==> src/rtl/serial_word_receiver_if.sv <==
// Bundle of signals between serial_word_receiver and its surroundings.
//   serial_in   : serial line into the receiver, idle high
//   out_ready   : consumer accepts the head word this cycle
//   out_data    : FIFO head word, valid while out_valid=1 (0 when empty)
//   out_valid   : FIFO non-empty
//   fifo_count  : number of buffered words
//   frame_error : 1-cycle pulse, stop bit sampled low
//   overflow    : 1-cycle pulse, good frame dropped because FIFO full
//   HEX0        : active-low seven-segment {g,f,e,d,c,b,a} of the head word
// Modports: master = line driver / consumer side, slave = receiver side.
interface serial_word_receiver_if #(
  parameter int unsigned WORD_SIZE  = 4,
  parameter int unsigned FIFO_DEPTH = 8
);
  localparam int unsigned CountW = $clog2(FIFO_DEPTH) + 1;

  logic                 serial_in;
  logic                 out_ready;
  logic [WORD_SIZE-1:0] out_data;
  logic                 out_valid;
  logic [CountW-1:0]    fifo_count;
  logic                 frame_error;
  logic                 overflow;
  logic [6:0]           HEX0;

  modport master (
    output serial_in, out_ready,
    input  out_data, out_valid, fifo_count, frame_error, overflow, HEX0
  );

  modport slave (
    input  serial_in, out_ready,
    output out_data, out_valid, fifo_count, frame_error, overflow, HEX0
  );
endinterface

==> src/rtl/serial_word_receiver.sv <==
// Serial word receiver: deserialises frames (start 0, WORD_SIZE data bits LSB first, stop 1,
// each bit BIT_CYCLES clocks) from an asynchronous line, buffers good words in a FIFO with a
// valid/ready pop port and shows the head word on a seven-segment display.
// Ports:
//   clock   : system clock, rising edge
//   reset_n : asynchronous active-low reset
//   bus     : serial_word_receiver_if slave modport (line in, FIFO pop port, status, HEX0)
module serial_word_receiver #(
  parameter int unsigned WORD_SIZE  = 4,
  parameter int unsigned BIT_CYCLES = 4,
  parameter int unsigned FIFO_DEPTH = 8
) (
  input logic                   clock,
  input logic                   reset_n,
  serial_word_receiver_if.slave bus
);

  localparam int unsigned PtrW   = $clog2(FIFO_DEPTH);
  localparam int unsigned CountW = PtrW + 1;
  localparam int unsigned CntW   = $clog2(BIT_CYCLES);
  localparam int unsigned BitW   = (WORD_SIZE > 1) ? $clog2(WORD_SIZE) : 1;

  localparam logic [CntW-1:0]   HalfLast = CntW'(BIT_CYCLES / 2 - 1);
  localparam logic [CntW-1:0]   FullLast = CntW'(BIT_CYCLES - 1);
  localparam logic [BitW-1:0]   LastBit  = BitW'(WORD_SIZE - 1);
  localparam logic [CountW-1:0] Full     = CountW'(FIFO_DEPTH);

  typedef enum logic [1:0] {StIdle, StStart, StData, StStop} state_e;

  // Line synchroniser
  logic [1:0] sync_q;
  logic       rx;

  // Frame FSM
  state_e               state_q;
  logic [CntW-1:0]      cnt_q;
  logic [BitW-1:0]      bit_idx_q;
  logic [WORD_SIZE-1:0] shift_q;
  logic                 frame_error_q;
  logic                 stop_done;
  logic                 push;

  // FIFO
  logic [WORD_SIZE-1:0] mem_q [FIFO_DEPTH];
  logic [PtrW-1:0]      wr_ptr_q, rd_ptr_q;
  logic [CountW-1:0]    count_q, count_d;
  logic                 empty, full, pop, wr_en, overflow_q;
  logic [WORD_SIZE-1:0] head;
  logic [3:0]           nibble;
  logic [6:0]           hex_q;

  function automatic logic [6:0] seg7(input logic [3:0] v);
    logic [6:0] s;
    s = 7'h7F;
    unique case (v)
      4'h0: s = 7'b1000000;
      4'h1: s = 7'b1111001;
      4'h2: s = 7'b0100100;
      4'h3: s = 7'b0110000;
      4'h4: s = 7'b0011001;
      4'h5: s = 7'b0010010;
      4'h6: s = 7'b0000010;
      4'h7: s = 7'b1111000;
      4'h8: s = 7'b0000000;
      4'h9: s = 7'b0010000;
      4'hA: s = 7'b0001000;
      4'hB: s = 7'b0000011;
      4'hC: s = 7'b1000110;
      4'hD: s = 7'b0100001;
      4'hE: s = 7'b0000110;
      4'hF: s = 7'b0001110;
    endcase
    return s;
  endfunction

  // Idle-high reset value so a reset never looks like a start bit.
  always_ff @(posedge clock or negedge reset_n) begin
    if (!reset_n) begin
      sync_q <= 2'b11;
    end else begin
      sync_q <= {sync_q[0], bus.serial_in};
    end
  end

  assign rx = sync_q[1];

  // The stop bit is sampled on the edge that leaves StStop; the word is pushed on that same edge.
  assign stop_done = (state_q == StStop) && (cnt_q == FullLast);
  assign push      = stop_done && rx;

  always_ff @(posedge clock or negedge reset_n) begin
    if (!reset_n) begin
      state_q       <= StIdle;
      cnt_q         <= '0;
      bit_idx_q     <= '0;
      shift_q       <= '0;
      frame_error_q <= 1'b0;
    end else begin
      frame_error_q <= 1'b0;
      unique case (state_q)
        StIdle: begin
          if (!rx) begin
            state_q <= StStart;
            cnt_q   <= '0;
          end
        end
        StStart: begin
          if (cnt_q == HalfLast) begin
            cnt_q     <= '0;
            bit_idx_q <= '0;
            // A start bit that is gone by mid-bit was a glitch.
            state_q   <= rx ? StIdle : StData;
          end else begin
            cnt_q <= cnt_q + CntW'(1);
          end
        end
        StData: begin
          if (cnt_q == FullLast) begin
            cnt_q   <= '0;
            shift_q <= (shift_q >> 1) | (WORD_SIZE'(rx) << (WORD_SIZE - 1));
            if (bit_idx_q == LastBit) begin
              state_q <= StStop;
            end else begin
              bit_idx_q <= bit_idx_q + BitW'(1);
            end
          end else begin
            cnt_q <= cnt_q + CntW'(1);
          end
        end
        StStop: begin
          if (cnt_q == FullLast) begin
            cnt_q         <= '0;
            state_q       <= StIdle;
            frame_error_q <= !rx;
          end else begin
            cnt_q <= cnt_q + CntW'(1);
          end
        end
      endcase
    end
  end

  assign empty = (count_q == '0);
  assign full  = (count_q == Full);
  assign pop   = !empty && bus.out_ready;
  // A pop in the same cycle frees the slot the push needs.
  assign wr_en = push && (!full || pop);

  always_comb begin
    count_d = count_q;
    if (wr_en && !pop) begin
      count_d = count_q + CountW'(1);
    end else if (!wr_en && pop) begin
      count_d = count_q - CountW'(1);
    end
  end

  always_ff @(posedge clock) begin
    if (wr_en) begin
      mem_q[wr_ptr_q] <= shift_q;
    end
  end

  // Storage is not reset, so the head is masked to keep out_data at 0 while empty.
  assign head   = empty ? '0 : mem_q[rd_ptr_q];
  assign nibble = 4'(head);

  always_ff @(posedge clock or negedge reset_n) begin
    if (!reset_n) begin
      wr_ptr_q   <= '0;
      rd_ptr_q   <= '0;
      count_q    <= '0;
      overflow_q <= 1'b0;
      hex_q      <= 7'h7F;
    end else begin
      if (wr_en) begin
        wr_ptr_q <= wr_ptr_q + PtrW'(1);
      end
      if (pop) begin
        rd_ptr_q <= rd_ptr_q + PtrW'(1);
      end
      count_q    <= count_d;
      overflow_q <= push && full && !pop;
      hex_q      <= empty ? 7'h7F : seg7(nibble);
    end
  end

  assign bus.out_data    = head;
  assign bus.out_valid   = !empty;
  assign bus.fifo_count  = count_q;
  assign bus.frame_error = frame_error_q;
  assign bus.overflow    = overflow_q;
  assign bus.HEX0        = hex_q;

endmodule

==> src/flat_wrapper.sv <==
// flat-port wrapper written by rule: the top's interface ports become plain ports
module serial_word_receiver_flat 
#(
  parameter int unsigned WORD_SIZE  = 4,
  parameter int unsigned BIT_CYCLES = 4,
  parameter int unsigned FIFO_DEPTH = 8
)
  (clock, reset_n, bus_serial_in, bus_out_ready, bus_out_data, bus_out_valid, bus_fifo_count, bus_frame_error, bus_overflow, bus_HEX0);
  serial_word_receiver_if #(.WORD_SIZE(WORD_SIZE), .FIFO_DEPTH(FIFO_DEPTH)) bus_i ();
  input logic clock;
  input logic reset_n;
  input wire logic [$bits(bus_i.serial_in)-1:0] bus_serial_in;
  input wire logic [$bits(bus_i.out_ready)-1:0] bus_out_ready;
  output wire logic [$bits(bus_i.out_data)-1:0] bus_out_data;
  output wire logic [$bits(bus_i.out_valid)-1:0] bus_out_valid;
  output wire logic [$bits(bus_i.fifo_count)-1:0] bus_fifo_count;
  output wire logic [$bits(bus_i.frame_error)-1:0] bus_frame_error;
  output wire logic [$bits(bus_i.overflow)-1:0] bus_overflow;
  output wire logic [$bits(bus_i.HEX0)-1:0] bus_HEX0;
  assign bus_i.serial_in = bus_serial_in;
  assign bus_i.out_ready = bus_out_ready;
  assign bus_out_data = bus_i.out_data;
  assign bus_out_valid = bus_i.out_valid;
  assign bus_fifo_count = bus_i.fifo_count;
  assign bus_frame_error = bus_i.frame_error;
  assign bus_overflow = bus_i.overflow;
  assign bus_HEX0 = bus_i.HEX0;
  serial_word_receiver #(.WORD_SIZE(WORD_SIZE), .BIT_CYCLES(BIT_CYCLES), .FIFO_DEPTH(FIFO_DEPTH)) u_core (.clock(clock), .reset_n(reset_n), .bus(bus_i));
endmodule
==> config.mk <==
export PLATFORM = sky130hd
export DESIGN_NAME = serial_word_receiver_flat
export DESIGN_NICKNAME = d
export VERILOG_FILES = /design/src/rtl/serial_word_receiver_if.sv /design/src/rtl/serial_word_receiver.sv /design/src/flat_wrapper.sv
export SDC_FILE = /design/constraint.sdc
export NUM_CORES = 1
export LEC_CHECK = 0
export BUFFER_PORTS_ARGS = -buffer_cell sky130_fd_sc_hd__buf_2
export CAP_MARGIN = 20
export CORE_MARGIN = 3
export CORE_UTILIZATION = 37
export DETAILED_ROUTE_END_ITERATION = 6
export GPL_ROUTABILITY_DRIVEN = 0
export SETUP_SLACK_MARGIN = 0.1
export SYNTH_ARGS = -nofsm -noshare
export SYNTH_HDL_FRONTEND = slang
export SYNTH_SLANG_ARGS = --single-unit
==> constraint.sdc <==
create_clock -name clock -period 2.81 [get_ports clock]
set_clock_uncertainty 0.2 [all_clocks]
set_input_delay 0.1405 -clock clock [delete_from_list [all_inputs] [get_ports clock]]
set_output_delay 0.1405 -clock clock [all_outputs]
set_load 0.005 [all_outputs]
Yosys cells after proc, flatten, opt, wreduce, memory -nomap -nowiden
Memories as Yosys holds them, arrays and structs flattened.
Index checks and enable logic that the tools add are counted.
{ "op_classes": {"n_bitwise": 1, "n_mux": 23, "n_eq_ne": 13, "n_reduce_logical": 22, "add_sub_neg": 6} }
{ "op_table": {"columns": ["op", "count"], "rows": [
  ["2-bit 2-to-1 mux", 12],
  ["4-bit 2-to-1 mux", 3],
  ["2-bit equality test, second input constant", 4],
  ["1-bit logical AND", 8],
  ["2-bit one-hot mux with 4 select lines", 1],
  ["7-bit 2-to-1 mux", 1],
  ["3-bit by 1-bit adder with 3-bit output, second input constant", 2],
  ["2-bit by 1-bit != test with 1-bit output, second input constant", 3],
  ["2-bit != test, second input constant", 3],
  ["2-bit one-hot mux with 3 select lines", 1],
  ["1-bit zero test", 5],
  ["5-bit AND reduction", 1],
  ["2-bit by 1-bit adder with 2-bit output, second input constant", 2],
  ["4-bit by 1-bit adder with 4-bit output, second input constant", 1],
  ["2-bit by 1-bit equality test with 1-bit output, second input constant", 2],
  ["4-bit equality test, second input constant", 1],
  ["4-bit zero test", 1],
  ["1-bit 2-to-1 mux", 4],
  ["3-bit by 4-bit bitwise OR with 4-bit output", 1],
  ["2-bit one-hot mux with 2 select lines", 1],
  ["4-bit AND reduction", 1],
  ["2-bit nonzero test", 2],
  ["4-bit by 1-bit subtractor with 4-bit output, second input constant", 1],
  ["2-bit zero test", 1],
  ["3 further kinds", 3]
]} }
{ "word_totals": {"word_cells": 78, "romBits": 112, "out_inout_bits": 18, "ramBits": 32, "regBits": 31, "memories": 2} }
{ "memory_table": {"columns": ["memory", "words", "width", "rd", "rd_clocked_by_memory_dff", "write_ports", "line_no", "text"], "rows": [
  ["(name not given)", 16, 7, 1, 0, 0, "serial_word_receiver.sv:55", "unique case (v)"],
  ["u_core.mem_q", 8, 4, 1, 0, 1, "serial_word_receiver.sv:44", "logic [WORD_SIZE-1:0] mem_q [FIFO_DEPTH];"]
]} }

Logic depth before layout (Yosys ltp)
Gate-level depths: netlist of run 1.
{ "logic_depth": {"depth_word": 9, "mapped_depth": 12} }

Least setup slack after synthesis of run 1
Ideal clock, no wire load.
{ "synth_timing": {"path_kind": "reg-to-reg", "start": "register u_core.count_q[1] (netlist: u_core.bus.fifo_count[1])", "end": "register u_core.count_q[3] (netlist: u_core.bus.fifo_count[3])", "stages_incl_launch_ff": 12, "path_slack_ns": -0.043, "synth_period_minus_slack_ns": 2.853, "arrival_ns": 2.526, "t_required_ns": 2.484, "n_path_buf": 0, "cell_sequence": "dfrtp_1 > nor4_2 > inv_1 > nand2_1 > ha_1 > inv_1 > ha_1 > a21o_1 > a21oi_1 > xnor2_1 > nor2_1 > xor2_1"} }
{ "synth_via": {"elab_chain_cells": 8, "elab_cells_between_ends": 16, "cone_classes": "2 x add/sub; 1 x eq/ne; 2 x mux; 11 x reduce/logical"} }
{ "synth_rtl": {"columns": ["element", "line_no", "text"], "rows": [
  ["start: declaration", "serial_word_receiver.sv:46", "logic [CountW-1:0] count_q, count_d;"],
  ["start signal: assignment", "serial_word_receiver.sv:182", "count_q <= count_d;"],
  ["4-bit zero test *", "serial_word_receiver.sv:143", "assign empty = (count_q == '0);"],
  ["1-bit zero test *", null, null],
  ["named net bus_out_valid", "flat_wrapper.sv:15", "output wire logic [$bits(bus_i.out_valid)-1:0] bus_out_valid;"],
  ["1-bit logical AND *", "serial_word_receiver.sv:145", "assign pop = !empty && bus.out_ready;"],
  ["1-bit logical OR", "serial_word_receiver.sv:147", "assign wr_en = push && (!full || pop);"],
  ["1-bit logical AND", "serial_word_receiver.sv:147", null],
  ["1-bit zero test", "serial_word_receiver.sv:153", "end else if (!wr_en && pop) begin"],
  ["1-bit logical AND", "serial_word_receiver.sv:153", null],
  ["2-bit nonzero test (no line)", null, null]
]} }
Mark *: on every way through the listed nets, which the timed path passes. The rest lies on a longest branch. The select of a mux whose other input is x is not followed.
A chain may end at the register's enable or synchronous reset.

Final worst setup path of run 1
{ "layout_timing": {"start": "register u_core.rd_ptr_q[1]", "end": "output bus_out_data[3]"} }
{ "layout_via": {"elab_chain_cells": 2} }
{ "layout_rtl": {"columns": ["element", "line_no", "text"], "rows": [
  ["start: declaration", "serial_word_receiver.sv:45", "logic [PtrW-1:0] wr_ptr_q, rd_ptr_q;"],
  ["start signal: assignment", "serial_word_receiver.sv:180", "rd_ptr_q <= rd_ptr_q + PtrW'(1);"],
  ["memory 8 x 4 bit", null, null],
  ["4-bit 2-to-1 mux", "serial_word_receiver.sv:165", "assign head = empty ? '0 : mem_q[rd_ptr_q];"],
  ["end: declaration", "flat_wrapper.sv:14", "output wire logic [$bits(bus_i.out_data)-1:0] bus_out_data;"]
]} }
Every way passes these cells.

==> results of run 1 <==
critical path, stage by stage (launching register included):
cell,delay [ps]
dfrtp_2,460
buf_4,190
mux2_1,320
mux4_2,600
and2_1,210
buf_2,120
worst min path at each step:
stage | to | slack, ps
6_report | u_core.sync_q[1] | 160
5_1_grt | u_core.sync_q[1] | 170
4_1_cts | u_core.sync_q[1] | 170
3_5_place_dp | u_core.bus.fifo_count[1] | 50
3_3_place_gp | u_core.bus.fifo_count[1] | 50
2_1_floorplan | asynchronous set/reset pin | -360
cells in the final DEF (no fill, tap or decap), types with 5 or more instances in the layout:
cell,count
a21oi_1,5
buf_2,21
buf_4,16
clkbuf_8,10
dfrtp_1,18
dfstp_2,9
edfxtp_1,32
ha_1,14
inv_1,10
mux2_2,8
mux2i_1,5
nand2_1,11
nor2_1,16
o21ai_0,5
xnor2_1,6
area by class of cell:
cell class | count | area (um^2)
multi-input combinational | 122 | 1070
clock inverter | 2 | 8.758
inverter | 12 | 45.04
timing repair buffer | 40 | 255.2
fill | 723 | 4039
clock buffer | 14 | 152.6
sequential | 63 | 1753
tap | 99 | 123.9
metrics by stage:
step | instances | total power (uW) | util, % | area (um^2)
after floorplan | 204 | 2650 | - | 2915
after global placement | 332 | 3126 | 42.99 | 3202
after detailed placement | 332 | 3147 | 42.99 | 3202
after CTS | 351 | 3833 | 45.56 | 3393
after global routing | 352 | 4114 | 45.77 | 3408
final | 352 | 3789 | 45.77 | 3408
cells by family after synthesis:
kind of cell / after synthesis / synth area share (%)
compound gates: 25 / 5.424
xor+xnor: 8 / 2.411
fa+ha+maj: 15 / 6.716
buf+inv: 19 / 3.444
flops: 63 / 60.14
mux: 25 / 13.35
simple gates: 49 / 8.524
state kept, by name, summed over array words and instances (netlist names), named ones only:
| signal | count |
|---|---|
| u_core.wr_ptr_q | 3 |
| u_core.state_q | 1 |
| u_core.bus.frame_error | 1 |
| u_core.bus.overflow | 1 |
| u_core.mem_q | 32 |
| u_core.cnt_q | 2 |
| u_core.sync_q | 2 |
| u_core.shift_q | 4 |
| u_core.rd_ptr_q | 3 |
| u_core.bus.fifo_count | 4 |
| u_core.bit_idx_q | 2 |
| u_core.bus.HEX0 | 7 |
power by group:
| part | internal [uW] | total [uW] | switching (uW) |
|---|---|---|---|
| sequential | 1270 | 1520 | 245 |
| combinational | 859 | 1610 | 748 |
| clock | 341 | 667 | 326 |
| total | 2470 | 3790 | 1320 |
metal layers:
| layer | share of wire (%) | GRT usage [%] |
|---|---|---|
| met3 | 5.6 | 5.100 |
| met4 | 1.9 | 5.409 |
| met2 | 47 | 18.97 |
| met5 | 0 | 0 |
| met1 | 46 | 16.99 |
what timing repair did:
action / 4_1_cts / 5_1_grt
hold buffers: 3 / 0
setup buffers: 0 / 1
setup endpoints to repair: 0 / 2
gates resized for setup: 0 / 5
hold endpoints to repair: 26 / 0
==> key figures, run 1 <==
Yosys
  • Post-Syn Nets: 223
  • Biggest area consumer among synthesized cells: edfxtp_1
  • Most numerous cell in the Yosys netlist: edfxtp_1
  • Flops & latches, synth: 63
  • Synth Instances: 204
  • Synth top area share: 33.06%
  • Unique masters post-synth: 43
  • Syn_area_per_cell: 14.25 um^2
  • Synth warnings: 0
  • Ys flop type: edfxtp_1
  • Register area share after synthesis: 60.14%
  • Synth top cells by count: 32 x edfxtp_1, 22 x dfrtp_1, 16 x nor2_1
  • Ys async rst share: 49.21%
  • Mapped Area: 2907 um^2
  • Area contributors post-synth: edfxtp_1 33%, dfrtp_1 19%, dfstp_2 8.1%, ha_1 6.0%, mux4_1 3.6%
  • Number of synthesized flops with an enable pin: 32

Clocking
  • Clock buffer depth: 2
  • Worst-path clk slew: 70 ps
  • Htree depth: 3
  • Clock buffer count from CTS: 9
  • Later-pin clock latency in the skew report: 340 ps
  • Clk root buf: clkbuf_8
  • CTS Sinks: 63
  • CTS tree: built

GRT
  • Total track usage: 12.92%
  • Antenna violations before repair: 0
  • Grt total ovfl: 0
  • Vias in the first global route: 1648
  • Largest net degree at the start of global routing: 32
  • Global-route wire length before repair: 8404 um

STA
  • Fin worst setup slack: 233.8 ps
  • Final Hold Viols: 0
  • Post-layout min period: 2576 ps
  • Worst rel slew slack: 50.74%
  • Max Fclk: 388.2 MHz
  • Tcrit/Tclk final: 91.68%
  • Fin. max-slew vios: 0
  • Worst-margin pin slew: 738.8 ps
  • RSZ-0062 raised after global routing: yes
  • Fin Hold WS: 158.2 ps
  • # setup viols final: 0
  • Fin Setup TNS: 0 ps

Worst setup path
  • CP endpoint kind: output pin
  • Startpoint Class: flip-flop
  • Worst setup endpoint: bus_out_data[3]
  • Worst-path fanout max: 13
  • Reg-to-Reg End: u_core.bus.fifo_count[3]
  • RR Startpoint: u_core.bus.fifo_count[1]
  • FF-to-FF setup slack: 260 ps
  • Data required time of the worst path: 2470 ps
  • Worst EP arrival: 2240 ps
  • Worst Reg-to-Reg Cells: 11
  • Critical path type: reg2out
  • Critical Path Source: u_core.rd_ptr_q[1]

Hold path
  • Worst hold stages: 0
  • Type of the most critical hold path: reg2reg
  • Worst Min Path Start: u_core.sync_q[0]

Power and ir drop
  • Leakage: 0.001385 uW
  • Pwr/cell area: 1112 nW/um^2
  • Maximum VDD drop: 0.0003164 V

Floorplanning
  • Initial Util: 39.03%
  • DIE WIDTH: 94.63 um
  • CORE AREA: 7447 um^2
  • Die height: 94.63 um
  • Number of I/O pins: 22
  • Die area: 8955 um^2
  • Num rows: 31

Status
  • Outcome: finished clean

Routing
  • Routed Antenna Nets: 0
  • DR iter-0 viols: 50
  • Wire per inst: 14.42 um
  • Detailed Routing Iterations Pass 1: 4
  • Vias: 1663
  • Detailed-route DRC error count: 0
  • WL final: 5077 um
  • Via-per-instance ratio: 4.724

Cells and area
  • Layout cells sized above 1: 32.02%
  • Area grow syn2layout: 17.26%
  • Layout Nets: 267
  • Ant diodes: 0

Run
  • MaxCap Viol Count: 0

Placement
  • # port buffers: 21
  • Dpl hpwl: 3632 um
  • Pre-CTS setup slack: 150.7 ps
No activity file was read; power rests on OpenSTA's default activity.
==> inputs of run 2 (changes only) <==
--- a/config.mk
+++ b/config.mk
@@ -5,8 +5,10 @@
 export SDC_FILE = /design/constraint.sdc
 export NUM_CORES = 1
 export LEC_CHECK = 0
+export ABC_AREA = 1
 export BUFFER_PORTS_ARGS = -buffer_cell sky130_fd_sc_hd__buf_2
 export CAP_MARGIN = 20
+export CORE_ASPECT_RATIO = 1.75
 export CORE_MARGIN = 3
 export CORE_UTILIZATION = 37
 export DETAILED_ROUTE_END_ITERATION = 6
==> key figures, run 2 <==
Status
  • Outcome: finished clean

Yosys
  • Ys async rst share: 49.21%
  • Biggest area consumer among synthesized cells: edfxtp_1
  • Syn_area_per_cell: 9.937 um^2
  • Flops & latches, synth: 63
  • Largest family of logic cells by synthesized area: simple AND/OR/NAND/NOR gates
  • Post-synthesis mux area share: 0.3249%
  • Register area share after synthesis: 56.74%
  • Post-Syn Nets: 329
  • Synth Area in XOR/XNOR: 1.990%
  • Post-synthesis adder-cell area fraction: 6.336%
  • Area contributors post-synth: edfxtp_1 31%, dfrtp_1 18%, nand2_1 9.4%, dfstp_2 7.7%, ha_1 5.7%
  • Unique masters post-synth: 37
  • Post-synthesis simple-gate area fraction: 23.31%
  • Mapped Area: 3080 um^2
  • Synth Area in Compound Gates: 4.427%
  • Ys flop type: edfxtp_1
  • Number of synthesized flops with an enable pin: 32
  • Synth top area share: 31.19%
  • Synth Instances: 310
  • Synth warnings: 0
  • Synth top cells by count: 77 x nand2_1, 37 x inv_1, 32 x edfxtp_1
  • Most numerous cell in the Yosys netlist: nand2_1

Worst setup path
  • Worst EP arrival: 2520 ps
  • Crit path max-delay family: simple AND/OR/NAND/NOR gates
  • Data required time of the worst path: 2820 ps
  • Critical path type: reg2reg
  • Crit-path max cell delay: 440 ps
  • Critical path, cell by cell: nor2_2 -> nand4_1 -> inv_1 -> nor2_4 -> ha_1 -> inv_1 -> ha_1 -> a21o_1 -> a21oi_1 -> nand2_1 -> nand2_1 -> nor2_1 -> xor2_1
  • CP endpoint kind: flip-flop
  • Startpoint Class: flip-flop
  • Worst-path fanout max: 5
  • CP max stage cell: dfrtp_1
  • Sum of buffers and inverters on the critical path: 2

Cells and area
  • Area grow syn2layout: 17.59%
  • Max reg flops: 32
  • Layout Nets: 364
  • Post-route cell area: 3622 um^2
  • Non-Filler Instances: 440
  • Register with the most flip-flops: u_core.mem_q
  • Ant diodes: 0
  • Layout cells sized above 1: 21.14%
  • Commonest cells after routing, fill and taps aside: 77 x nand2_1, 37 x inv_1, 32 x edfxtp_1
  • Most common library cell in the layout ignoring fill and taps: nand2_1

Clocking
  • Clk root buf: clkbuf_16
  • Later-pin clock latency in the skew report: 330 ps
  • Clock buffer depth: 2
  • Worst-path clk slew: 50 ps
  • Htree depth: 3
  • CTS Sinks: 63
  • CTS tree: built
  • Clock buffer count from CTS: 9

Routing
  • DR iter-0 viols: 70
  • Via-per-instance ratio: 4.884
  • WL final: 6103 um
  • Detailed-route DRC error count: 0
  • Wire per inst: 13.87 um
  • Routed Antenna Nets: 0
  • Detailed Routing Iterations Pass 1: 4
  • Vias: 2149

STA
  • Worst rel slew slack: 47.77%
  • Max Fclk: 398.7 MHz
  • Fin Hold WS: 153.7 ps
  • Fin. max-slew vios: 0
  • Post-layout min period: 2508 ps
  • Fin Setup TNS: 0 ps
  • Fin worst setup slack: 301.8 ps
  • Tcrit/Tclk final: 89.26%
  • RSZ-0062 raised after global routing: no
  • Final Hold Viols: 0
  • # setup viols final: 0
  • Worst-margin pin slew: 783.4 ps

Power and ir drop
  • Maximum VDD drop: 0.0004247 V
  • Leakage: 0.001676 uW
  • Pwr/cell area: 1169 nW/um^2

Run
  • MaxCap Viol Count: 0

GRT
  • Total track usage: 14.29%
  • Vias in the first global route: 2159
  • Global-route wire length before repair: 9963 um
  • Largest net degree at the start of global routing: 32
  • Grt total ovfl: 0
  • Antenna violations before repair: 0

Floorplanning
  • Die area: 9500 um^2
  • Num rows: 43
  • Die height: 126.7 um
  • Number of I/O pins: 22
  • Initial Util: 38.43%
  • DIE WIDTH: 74.98 um
  • CORE AREA: 8016 um^2

Placement
  • Dpl hpwl: 4556 um
  • Area post-placement: 3281 um^2
  • DP Cell Count: 420
  • # port buffers: 21
  • Pre-CTS setup slack: 181.1 ps

Hold path
  • Type of the most critical hold path: reg2reg
## run 2: cell count changes after synthesis, sizes merged, moves of 4 or more
cell	previous run	this run
nor2	16	35
mux4	8	0
xnor2	6	2
o21ai	9	20
inv	10	41
nand4	1	5
mux2	12	0
mux2i	5	1
nand2	11	78
nor2b	4	0
a21oi	6	1
nand3	1	28
## run 2: area by class of cell
type                            count  area [um^2]
Clock buffer                       14        285.3
Clock inverter                      2        12.51
Fill cell                         740         4394
Inverter                           41        163.9
Multi-Input combinational cell    201         1126
Sequential cell                    63         1749
Tap cell                           90        112.6
Timing Repair Buffer               29        172.7
## run 2: final timing paths
kind / from / end / slack [ps] / cells past startpoint
worst min-delay path: u_core.sync_q[0] / u_core.sync_q[1] / 150 / 0
min in group asynchronous: reset_n / u_core.cnt_q[1] / 210 / 2
worst max-delay path: u_core.bus.fifo_count[1] / u_core.bus.fifo_count[3] / 300 / 13
worst max register to register: u_core.bus.fifo_count[1] / u_core.bus.fifo_count[3] / 300 / 13
max in group asynchronous: reset_n / u_core.bus.fifo_count[0] / 1700 / 2
worst min register to register: u_core.sync_q[0] / u_core.sync_q[1] / 150 / 0
## run 2: what timing repair did
item                       in CTS  in global routing
setup endpoints to repair       0                  1
resized for setup               0                  3
hold endpoints to repair       24                  0
hold buffers                    3                  0
buffers inserted                0                  1
## run 2: per-stage QoR
step | utilization, % | total power, uW
6_report | 45.18 | 4234
5_1_grt | 45.18 | 4621
4_1_cts | 45.01 | 4277
3_5_place_dp | 40.92 | 3185
3_3_place_gp | 40.92 | 3166
2_1_floorplan | - | 2718
## run 2: logic make-up after synthesis
| group | Yosys count |
|---|---|
| compound gates | 24 |
| xor+xnor | 7 |
| fa+ha+maj | 15 |
| buf+inv | 46 |
| flops | 63 |
| mux | 1 |
| simple gates | 154 |
## run 2: report_power, final
| group | total [uW] | switching [uW] | internal (uW) |
|---|---|---|---|
| registers | 1420 | 211 | 1210 |
| clock network | 1070 | 372 | 696 |
| logic | 1740 | 1070 | 666 |
## run 2: layer usage
| metal | routed length, um | GRT usage (%) | vias up |
|---|---|---|---|
| met2 | 3554 | 26.36 | 35 |
| met3 | 160 | 3.331 | 12 |
| met1 | 2222 | 13.38 | 1020 |
| met5 | 0 | 0 | - |
| met4 | 167 | 8.595 | 0 |
| li1 | - | - | 1082 |
